File: src/rtl/cdc_arb_pkg.sv
// Shared types and helpers for the CDC strobe arbiter.
// Holds the FSM state enum and the round-robin pick function.
package cdc_arb_pkg;

    typedef enum logic [1:0] {
        IDLE,
        GRANT,
        BLANK,
        WAIT
    } state_t;

    localparam int BLANK_CYCLES = 1;

    // First set bit at or after ptr, wrapping within n; -1 if none.
    function automatic int rr_pick(
        input logic [15:0] req,
        input int          ptr,
        input int          n
    );
        int j;
        rr_pick = -1;
        for (int k = 15; k >= 0; k--) begin
            if (k < n) begin
                j = ptr + k;
                if (j >= n) j = j - n;
                if (req[j[3:0]]) rr_pick = j;
            end
        end
    endfunction

endpackage

File: src/rtl/rr_arbiter.sv
// Combinational round-robin picker.
// Returns the first requester at or after ptr as onehot and index.
module rr_arbiter
    import cdc_arb_pkg::*;
#(
    parameter int N  = 4,
    parameter int IW = $clog2(N)
) (
    input  logic [N-1:0]  req,
    input  logic [IW-1:0] ptr,
    output logic [N-1:0]  onehot,
    output logic [IW-1:0] idx,
    output logic          any
);

    logic [15:0] req_ext;
    int          win;

    always_comb begin
        req_ext        = '0;
        req_ext[N-1:0] = req;
        win            = rr_pick(req_ext, int'(ptr), N);
        any            = (win >= 0);
        idx            = '0;
        onehot         = '0;
        if (any) begin
            idx    = IW'(win);
            onehot = N'(1) << idx;
        end
    end

endmodule

File: src/rtl/cdc_strobe_arbiter.sv
// Round-robin scheduler sharing one CDC strobe handshake.
// Optional CDC_ARB_OVF_EN adds sticky overflow flags.
module cdc_strobe_arbiter
    import cdc_arb_pkg::*;
#(
    parameter int N_REQ = 4,
    parameter int CNT_W = 3
) (
    input  logic                     source_clk,
    input  logic                     source_reset,
    input  logic [N_REQ-1:0]         req_strobe,
    output logic [N_REQ-1:0]         req_stall,
    output logic                     hs_strobe,
    output logic [$clog2(N_REQ)-1:0] hs_id,
    input  logic                     hs_stall,
    output logic                     busy
`ifdef CDC_ARB_OVF_EN
    ,
    output logic [N_REQ-1:0]         ovf_flag,
    input  logic                     ovf_clr
`endif
);

    localparam int IW = $clog2(N_REQ);
    localparam logic [CNT_W-1:0] PEND_MAX = '1;

    state_t state_q, state_d;

    logic [N_REQ-1:0][CNT_W-1:0] pend_q, pend_d;
    logic [N_REQ-1:0] stall_q, accept, dec, nz;
    logic [N_REQ-1:0] arb_oh, grant_oh_q;
    logic [IW-1:0]    ptr_q, arb_idx, id_q;
    logic             arb_any;
    logic [1:0]       blank_q;

    assign accept = req_strobe & ~stall_q;
    assign dec    = (state_q == GRANT) ? grant_oh_q : '0;

    always_comb begin
        pend_d = pend_q;
        nz     = '0;
        for (int i = 0; i < N_REQ; i++) begin
            nz[i] = |pend_q[i];
            if (accept[i] && !dec[i])
                pend_d[i] = pend_q[i] + 1'b1;
            else if (dec[i] && !accept[i])
                pend_d[i] = pend_q[i] - 1'b1;
        end
    end

    rr_arbiter #(
        .N  (N_REQ),
        .IW (IW)
    ) u_arb (
        .req    (nz),
        .ptr    (ptr_q),
        .onehot (arb_oh),
        .idx    (arb_idx),
        .any    (arb_any)
    );

    always_comb begin
        state_d = state_q;
        unique case (state_q)
            IDLE:  if (arb_any && !hs_stall) state_d = GRANT;
            GRANT: state_d = BLANK;
            BLANK: if (blank_q == 2'(BLANK_CYCLES - 1)) state_d = WAIT;
            WAIT:  if (!hs_stall) state_d = IDLE;
            default: state_d = IDLE;
        endcase
    end

    always_ff @(posedge source_clk) begin
        if (source_reset) begin
            state_q    <= IDLE;
            pend_q     <= '0;
            stall_q    <= '0;
            ptr_q      <= '0;
            id_q       <= '0;
            grant_oh_q <= '0;
            blank_q    <= '0;
        end else begin
            state_q <= state_d;
            pend_q  <= pend_d;
            for (int i = 0; i < N_REQ; i++)
                stall_q[i] <= (pend_d[i] == PEND_MAX);
            // Winner is frozen at the grant decision so hs_id holds afterwards.
            if (state_q == IDLE && state_d == GRANT) begin
                id_q       <= arb_idx;
                grant_oh_q <= arb_oh;
            end
            if (state_q == GRANT) begin
                ptr_q   <= (id_q == IW'(N_REQ - 1)) ? '0 : id_q + 1'b1;
                blank_q <= '0;
            end else if (state_q == BLANK) begin
                blank_q <= blank_q + 1'b1;
            end
        end
    end

    assign req_stall = stall_q;
    assign hs_strobe = (state_q == GRANT);
    assign hs_id     = id_q;
    assign busy      = (state_q != IDLE);

`ifdef CDC_ARB_OVF_EN
    // A drop in the same cycle as a clear must survive the clear.
    always_ff @(posedge source_clk) begin
        if (source_reset)
            ovf_flag <= '0;
        else
            ovf_flag <= (ovf_clr ? '0 : ovf_flag) | (req_strobe & stall_q);
    end
`endif

endmodule

File: config.mk
export PLATFORM = sky130hd
export DESIGN_NAME = cdc_strobe_arbiter
export DESIGN_NICKNAME = d
export VERILOG_FILES = /design/src/rtl/cdc_arb_pkg.sv /design/src/rtl/rr_arbiter.sv /design/src/rtl/cdc_strobe_arbiter.sv
export SDC_FILE = /design/constraint.sdc
export NUM_CORES = 1
export LEC_CHECK = 0
export CORE_ASPECT_RATIO = 1.4
export CORE_UTILIZATION = 50
export DETAILED_ROUTE_END_ITERATION = 7
export GPL_ROUTABILITY_DRIVEN = 0
export PLACE_DENSITY = 0.7
export SLEW_MARGIN = 20
export SYNTH_ARGS = -nofsm -noshare
export SYNTH_HDL_FRONTEND = slang
export SYNTH_HIERARCHICAL = 1
export SYNTH_SLANG_ARGS = --single-unit
File: constraint.sdc
create_clock -name source_clk -period 3.4 [get_ports source_clk]
set_input_delay 0.51 -clock source_clk [delete_from_list [all_inputs] [get_ports source_clk]]
set_output_delay 0.51 -clock source_clk [all_outputs]
set_load 0.05 [all_outputs]
==> metrics.csv, run 1 <==
stage,metric,value,unit
outcome,outcome,"finished, final reports clean",
sta,Rel. slew slack,54.9,%
yosys,"EDFF count, synth",0,
yosys,Post-synth ARST share,0,%
floorplan,Initial Util,52.7,%
sta,worst slew pin tran,0.674,ns
yosys,Area contributors post-synth,"dfxtp_1, ha_1, mux2i_1",
critical_path,crit end category,flop,
pwr,pwr dens,573,mW/mm^2
yosys,cell with the most instances after synthesis,dfxtp_1,
layout,Layout area overhead,10.8,%
drt,DR vias/cell,5.79,
global_routing,pin count of the biggest net entering global routing,29,
sta,maximum clock rate,371,MHz
clocking,TritonCTS Buffers,3,
global_routing,GR Overflow Total,0,
clocking,setup repair bufs after CTS,0,
clocking,# hold bufs at CTS,0,
critical_path,critical path data arrival time,2.85,ns
pwr,Leakage,0.842,nW
floorplan,IO Pins,15,
placed_design,IO Port Bufs,14,
global_routing,vias in the first global route,1392,
global_routing,gr usage total,20.0,%
global_routing,antenna violations before repair,0,
drt,detailed-route wire length,3780,um
yosys,synth cell count leaders,"dfxtp_1, nor2_1, ha_1",
clocking,Sink Count,28,
floorplan,core box area,0.00368,mm^2
sta,Tcrit/Tclk final,79.3,%
floorplan,Die X,54.6,um
floorplan,Rows,26,
drt,DRT Pass-1 Iters,5,
layout,final std cells w/o fill,274,
flow_run,maxcap violations,0,
global_routing,first-pass GRT wire length,6020,um
yosys,Synth area leader,dfxtp_1,
yosys,"Warnings, synthesis",6,
floorplan,die area,0.00413,mm^2
drt,"antenna viol nets, final",0,
layout,post-layout util,58.3,%
yosys,#FFs+latches synth,28,
drt,wire per inst,13.8,um
sta,Setup TNS,0,ns
critical_path,Crit Path Category,flop to flop,
yosys,Syn Area/Cell,8.80,um^2
hold_path,Hold Crit Class,flop to flop,
yosys,sequential share of the synthesized area,29.0,%
yosys,Mapped Cells,220,
sta,RSZ-0062 raised after global routing,false,
layout,storage element area,561,um^2
layout,# diodes,0,
critical_path,CP startpoint kind,flop,
yosys,"Primary FF master, synth",dfxtp_1,
pwr,Worst VDD drop,0.000380,V
sta,"Slew Viols, Final",0,
drt,initial detailed-routing violation count,36,
drt,vias,1586,
sta,post-layout min period,2.70,ns
sta,setup violators final,0,
placed_design,placed cells,270,
clocking,post-CTS sizing,0,
yosys,syn_nets,246,
placed_design,Detail Placement HPWL,2760,um
drt,DRC viols,0,
yosys,count of cell types in the netlist,45,
layout,area occupied by multi-input gates,0.00127,mm^2
layout,fraction of layout cells with a size suffix above 1,12.5,%
yosys,Synth top area share,29.0,%
critical_path,CP Max Fanout,7,
clocking,Root Buffer,clkbuf_8,
sta,Final Hold Viols,0,
clocking,CTS Buffer Depth,2,
clocking,H-Tree Level Count,1,
clocking,TritonCTS clock tree,yes,
layout,Layout Nets,259,
layout,fill count,333,
critical_path,WP data required,3.55,ns
floorplan,height of the die,75.6,um
yosys,synthesized area,0.00194,mm^2
sta,Fin Clk Skew,0.00267,ns
clocking,Worst-Skew Late Latency,0.28,ns
clocking,clock transition at the registers of the reported paths,0.10,ns
per-layer routing:
layer  part of all wire, %  global-route usage, %
met3                   3.5                   2.00
met4                   4.2                   13.4
met5                     0                      0
met1                    43                   22.2
met2                    49                   34.5
critical path, cell delays in order, from the launching register on:
cell      delay [ns]
dfxtp_1         0.41
inv_1           0.11
ha_1            0.21
nand2b_1        0.20
mux2i_1         0.11
or3_4           0.34
o211ai_1        0.12
nor3_1          0.13
inv_1           0.07
nor3b_2         0.56
mux2i_1         0.26
nor2_1          0.05
logic make-up (layout without fill, tap and decap cells):
family	Yosys count	count (layout)	synth area share [%]
fa+ha+maj	19	19	12.3
compound gates	50	50	19.7
simple gates	81	81	23.3
mux	16	16	8.47
buf+inv	22	34	5.49
xor+xnor	4	4	1.81
flops	28	28	29.0
cell usage in the layout (no fill, tap or decap), types with 5 or more instances in the layout:
master,instances
ha_1,19
nor2_1,23
nand3_1,9
dfxtp_1,28
a211oi_1,9
clkdlybuf4s50_1,13
mux2i_1,13
nor3_1,10
nand2b_1,10
nand2_1,5
inv_1,13
a21oi_1,17
state kept, by name, summed over array words and instances (netlist names):
signal / count
req_stall: 4
state_q: 2
pend_q: 12
grant_oh_q: 4
hs_id: 2
ptr_q: 2
blank_q: 2
report_power, final:
part | switching [mW] | internal (mW)
sequential | 0.0569 | 0.378
clock | 0.106 | 0.104
combinational | 0.339 | 0.246
path summary, 6_finish.rpt:
path                                                end               startpoint  slack (ns)  cells after the start
worst max-delay path              hs_id[0]$_SDFFE_PP0P_     pend_q[0]$_SDFF_PP0_        0.70                     11
worst min-delay path            blank_q[1]$_SDFFE_PP0P_  blank_q[1]$_SDFFE_PP0P_        0.50                      2
worst max register to register    hs_id[0]$_SDFFE_PP0P_     pend_q[0]$_SDFF_PP0_        0.70                     11
worst min register to register  blank_q[1]$_SDFFE_PP0P_  blank_q[1]$_SDFFE_PP0P_        0.50                      2
stage by stage:
step           area (um^2)  hold WS [ns]  power, mW  setup slack (ns)
2_1_floorplan         1940         0.465      0.905             0.717
3_3_place_gp          2090         0.479       1.01             0.347
3_5_place_dp          2090         0.484       1.02             0.289
4_1_cts               2140         0.511       1.23             0.279
5_1_grt               2140         0.572       1.32             0.370
6_report              2140         0.502       1.23             0.703
cell type report:
cell class / instances / share of cell area [%]
multi-input combinational: 170 / 59.4
sequential: 28 / 26.1
timing repair buffer: 16 / 7.00
clock buffer: 4 / 2.57
inverter: 14 / 2.45
tap: 42 / 2.45
Power figures use the tool's default switching activity.
==> run 2, diff against run 1 <==
==> constraint.sdc (replaced) <==
create_clock -name source_clk -period 2.6 [get_ports source_clk]
set_input_delay 0.39 -clock source_clk [delete_from_list [all_inputs] [get_ports source_clk]]
set_output_delay 0.39 -clock source_clk [all_outputs]
set_load 0.05 [all_outputs]
==> metrics.csv, run 2 (same netlist as run 1, synthesis figures left out) <==
stage,metric,value,unit
global_routing,first-pass GRT wire length,5860,um
drt,initial detailed-routing violation count,31,
placed_design,placed cells,275,
layout,Layout Nets,264,
drt,DRT Pass-1 Iters,4,
layout,Largest Register,pend_q,
critical_path,CP Max Fanout,7,
sta,Tcrit/Tclk final,90.0,%
drt,DRC viols,0,
layout,fraction of layout cells with a size suffix above 1,14.3,%
flow_run,maxcap violations,0,
hold_path,Hold Crit Class,flop to flop,
critical_path,CP startpoint kind,flop,
critical_path,worst r2r src,pend_q[3]$_SDFF_PP0_,
layout,# diodes,0,
drt,detailed-route wire length,3570,um
clocking,clock transition at the registers of the reported paths,0.10,ns
placed_design,IO Port Bufs,14,
sta,Fin Clk Skew,0.00542,ns
sta,Rel. slew slack,65.1,%
clocking,setup repair bufs after CTS,0,
global_routing,GR Overflow Total,0,
critical_path,critical path data arrival time,2.50,ns
clocking,Root Buffer,clkbuf_8,
layout,Layout area overhead,13.1,%
floorplan,Initial Util,52.7,%
layout,max FFs per register,12,
floorplan,core box area,0.00368,mm^2
critical_path,Crit Path Category,flop to flop,
pwr,pwr dens,739,mW/mm^2
global_routing,gr usage total,19.0,%
drt,vias,1577,
layout,final std cells w/o fill,279,
floorplan,height of the die,75.6,um
sta,post-layout min period,2.34,ns
clocking,TritonCTS clock tree,yes,
sta,RSZ-0062 raised after global routing,false,
layout,most frequent cells in the layout,"dfxtp_1, nor2_1, ha_1",
drt,DR vias/cell,5.65,
clocking,H-Tree Level Count,1,
clocking,CTS Buffer Depth,2,
floorplan,IO Pins,15,
drt,"antenna viol nets, final",0,
critical_path,WP data required,2.77,ns
sta,Setup TNS,0,ns
placed_design,Detail Placement HPWL,2740,um
clocking,Worst-Skew Late Latency,0.27,ns
floorplan,Die X,54.6,um
pwr,Worst VDD drop,0.000485,V
floorplan,Rows,26,
layout,"most common cell after layout, fill and taps aside",dfxtp_1,
floorplan,die area,0.00413,mm^2
sta,Hold Worst Slack,0.512,ns
sta,Final Hold Viols,0,
sta,worst slew pin tran,0.522,ns
sta,"Slew Viols, Final",0,
clocking,Sink Count,28,
sta,setup violators final,0,
clocking,TritonCTS Buffers,3,
sta,maximum clock rate,427,MHz
critical_path,crit end category,flop,
global_routing,pin count of the biggest net entering global routing,20,
pwr,Leakage,0.867,nW
global_routing,antenna violations before repair,0,
global_routing,vias in the first global route,1455,
outcome,outcome,"finished, final reports clean",
critical_path,CP startpoint,pend_q[3]$_SDFF_PP0_,
drt,wire per inst,12.8,um
hold_path,Hold Startpoint,blank_q[1]$_SDFFE_PP0P_,
==> run 2: cell types whose count changed in the layout (fill, tap and decap cells not counted), sizes merged <==
cell,delta
buf,+4
clkdlybuf4s50,+1
==> run 2: worst max-delay path: stages, from the launching register on <==
cell,delay (ns)
dfxtp_1,0.38
inv_1,0.10
ha_1,0.21
nand2b_1,0.19
mux2i_1,0.10
or3_4,0.35
o211ai_1,0.15
nor3_2,0.08
inv_1,0.06
nor3b_1,0.17
buf_4,0.20
mux2i_1,0.19
nor2_1,0.05
==> run 2: final timing paths <==
path                                end  depth (start not counted)  slack, ns
max          grant_oh_q[0]$_SDFFE_PP0P_                         12       0.26
min             blank_q[1]$_SDFFE_PP0P_                          2       0.51
max reg2reg  grant_oh_q[0]$_SDFFE_PP0P_                         12       0.26
min reg2reg     blank_q[1]$_SDFFE_PP0P_                          2       0.51
==> run 2: final cells by class <==
class	count	area, um^2
repair buffers	21	193
multi-input cells	170	1280
clock buffers	4	55.1
well taps	42	52.6
flip-flops and latches	28	561
fillers	338	1490
inverters	14	52.6
==> run 2: per-stage QoR <==
step	cell area, um^2	total power [mW]	utilization (%)	worst slack (ns)
2_1_floorplan	1940	1.19	-	0.0824
3_3_place_gp	2130	1.35	58.0	0.198
3_5_place_dp	2130	1.36	58.0	0.188
4_1_cts	2190	1.63	59.5	0.156
5_1_grt	2190	1.74	59.6	0.00818
6_report	2190	1.62	59.6	0.260
==> run 2: per-layer routing <==
| metal | track usage, % | share of wire, % |
|---|---|---|
| met5 | 0 | 0 |
| met3 | 2.40 | 1.6 |
| met4 | 9.12 | 1.9 |
| met1 | 22.8 | 47 |
| met2 | 32.5 | 49 |
==> run 2: report_power, final <==
| part | internal (mW) | switching [mW] | total [mW] |
|---|---|---|---|
| logic | 0.344 | 0.443 | 0.787 |
| registers | 0.494 | 0.0687 | 0.562 |
| clock network | 0.136 | 0.133 | 0.268 |
==> run 2: repair_timing <==
action,CTS,global route
setup endpoints to repair,0,6
resized for setup,0,1
hold buffers,0,0
==> edit (config.mk and constraints of run 1) <==
The 4 states of `state_t` get a Gray code encoding in 2 bits.
--- a/src/rtl/cdc_arb_pkg.sv
+++ b/src/rtl/cdc_arb_pkg.sv
@@ -3,10 +3,10 @@
 package cdc_arb_pkg;
 
     typedef enum logic [1:0] {
-        IDLE,
-        GRANT,
-        BLANK,
-        WAIT
+        IDLE  = 2'b00,
+        GRANT = 2'b01,
+        BLANK = 2'b11,
+        WAIT  = 2'b10
     } state_t;
 
     localparam int BLANK_CYCLES = 1;
Behaviour: same outputs for any inputs over 10 cycles, from zero or initial values and one cycle with source_reset high; not proved beyond that.
==> edit against run 1 <==
  * Total power increased by 5.1%
  * Synthesized area is 1.2% lower
  * Routed wire length is 3.0% lower
  * Final area rose by 0.17%
  * Global-route usage fell by 0.75 points
  * Sequential cell count stayed put
  * Worst setup slack gained 0.026 ns
  * Largest power group unchanged
==> edit: results (changes against run 1) <==
* Total Routing Usage GR at 19.2% (was 20.0%)
* Sequential power at 0.431 mW (was 0.435 mW)
* Seq/Total Area, Yosys at 29.3% (was 29.0%)
* Clock distribution power at 0.259 mW (was 0.209 mW)
* Top post-synthesis cells by area: dfxtp_1, ha_1, mux2i_1 (unchanged)
* Vias per Instance at 5.80 (was 5.79)
* Post-synthesis compound-gate area fraction at 18.7% (was 19.7%)
* Arrival @ worst endpoint at 2.82 ns (was 2.85 ns)
* Net Switching at 0.504 mW (was 0.501 mW)
* Filler cells at 319 (was 333)
* Sequential Power Share at 33.4% (was 35.4%)
* Max-Slew Margin vs Limit at 56.6% (was 54.9%)
* Layout cells sized above 1 at 9.91% (was 12.5%)
* Vias in the first global route at 1,419 (was 1,392)
* Syn Nets at 244 (was 246)
* Syn_area_per_cell at 8.77 sq um (was 8.80 sq um)
* Worst path max stage delay at 0.54 ns (was 0.56 ns)
* Number of DRC markers in iteration 0 at 31 (was 36)
* Synth cell count leaders: dfxtp_1, a21oi_1, nor2_1 (was dfxtp_1, nor2_1, ha_1)
* M1 GR Usage at 23.7% (was 22.2%)
* Met2 WL post-DR at 1.81 mm (was 1.87 mm)
* Placed cell area at 2080 sq um (was 2090 sq um)
* HPWL Detailed at 2.73 mm (was 2.76 mm)
* Outcome: finished, final reports clean (unchanged)
* Synth unique cells at 43 (was 45)
-- edit: changes by cell type after synthesis, moves of 3 or more --
| cell | delta |
|---|---|
| a22oi_2 | -3 |
| and3_2 | -3 |
| a21oi_1 | +3 |
| and3_1 | +4 |
| nor2_1 | -3 |
-- edit: through the flow --
step / setup slack [ns] / utilization [%]
after global routing: 0.437 / 59.0
after global placement: 0.376 / 57.0
after floorplan: 0.703 / -
after detailed placement: 0.335 / 57.0
after CTS: 0.315 / 59.0
final: 0.729 / 59.0
-- edit: cell type report --
cell class                      count  area, sq um  share of cell area (%)
Sequential cell                    28          561                    26.1
Timing Repair Buffer               18          165                    7.69
Clock buffer                        3         41.3                    1.92
Inverter                           13         48.8                    2.27
Clock inverter                      1         30.0                    1.40
Tap cell                           42         52.6                    2.45
Multi-Input combinational cell    169         1250                    58.2
-- edit: final timing paths --
path	cells past startpoint	to	slack, ns
min	2	blank_q[1]	0.48
min reg2reg	2	blank_q[1]	0.48
max	11	hs_id[0]	0.73
max reg2reg	11	hs_id[0]	0.73
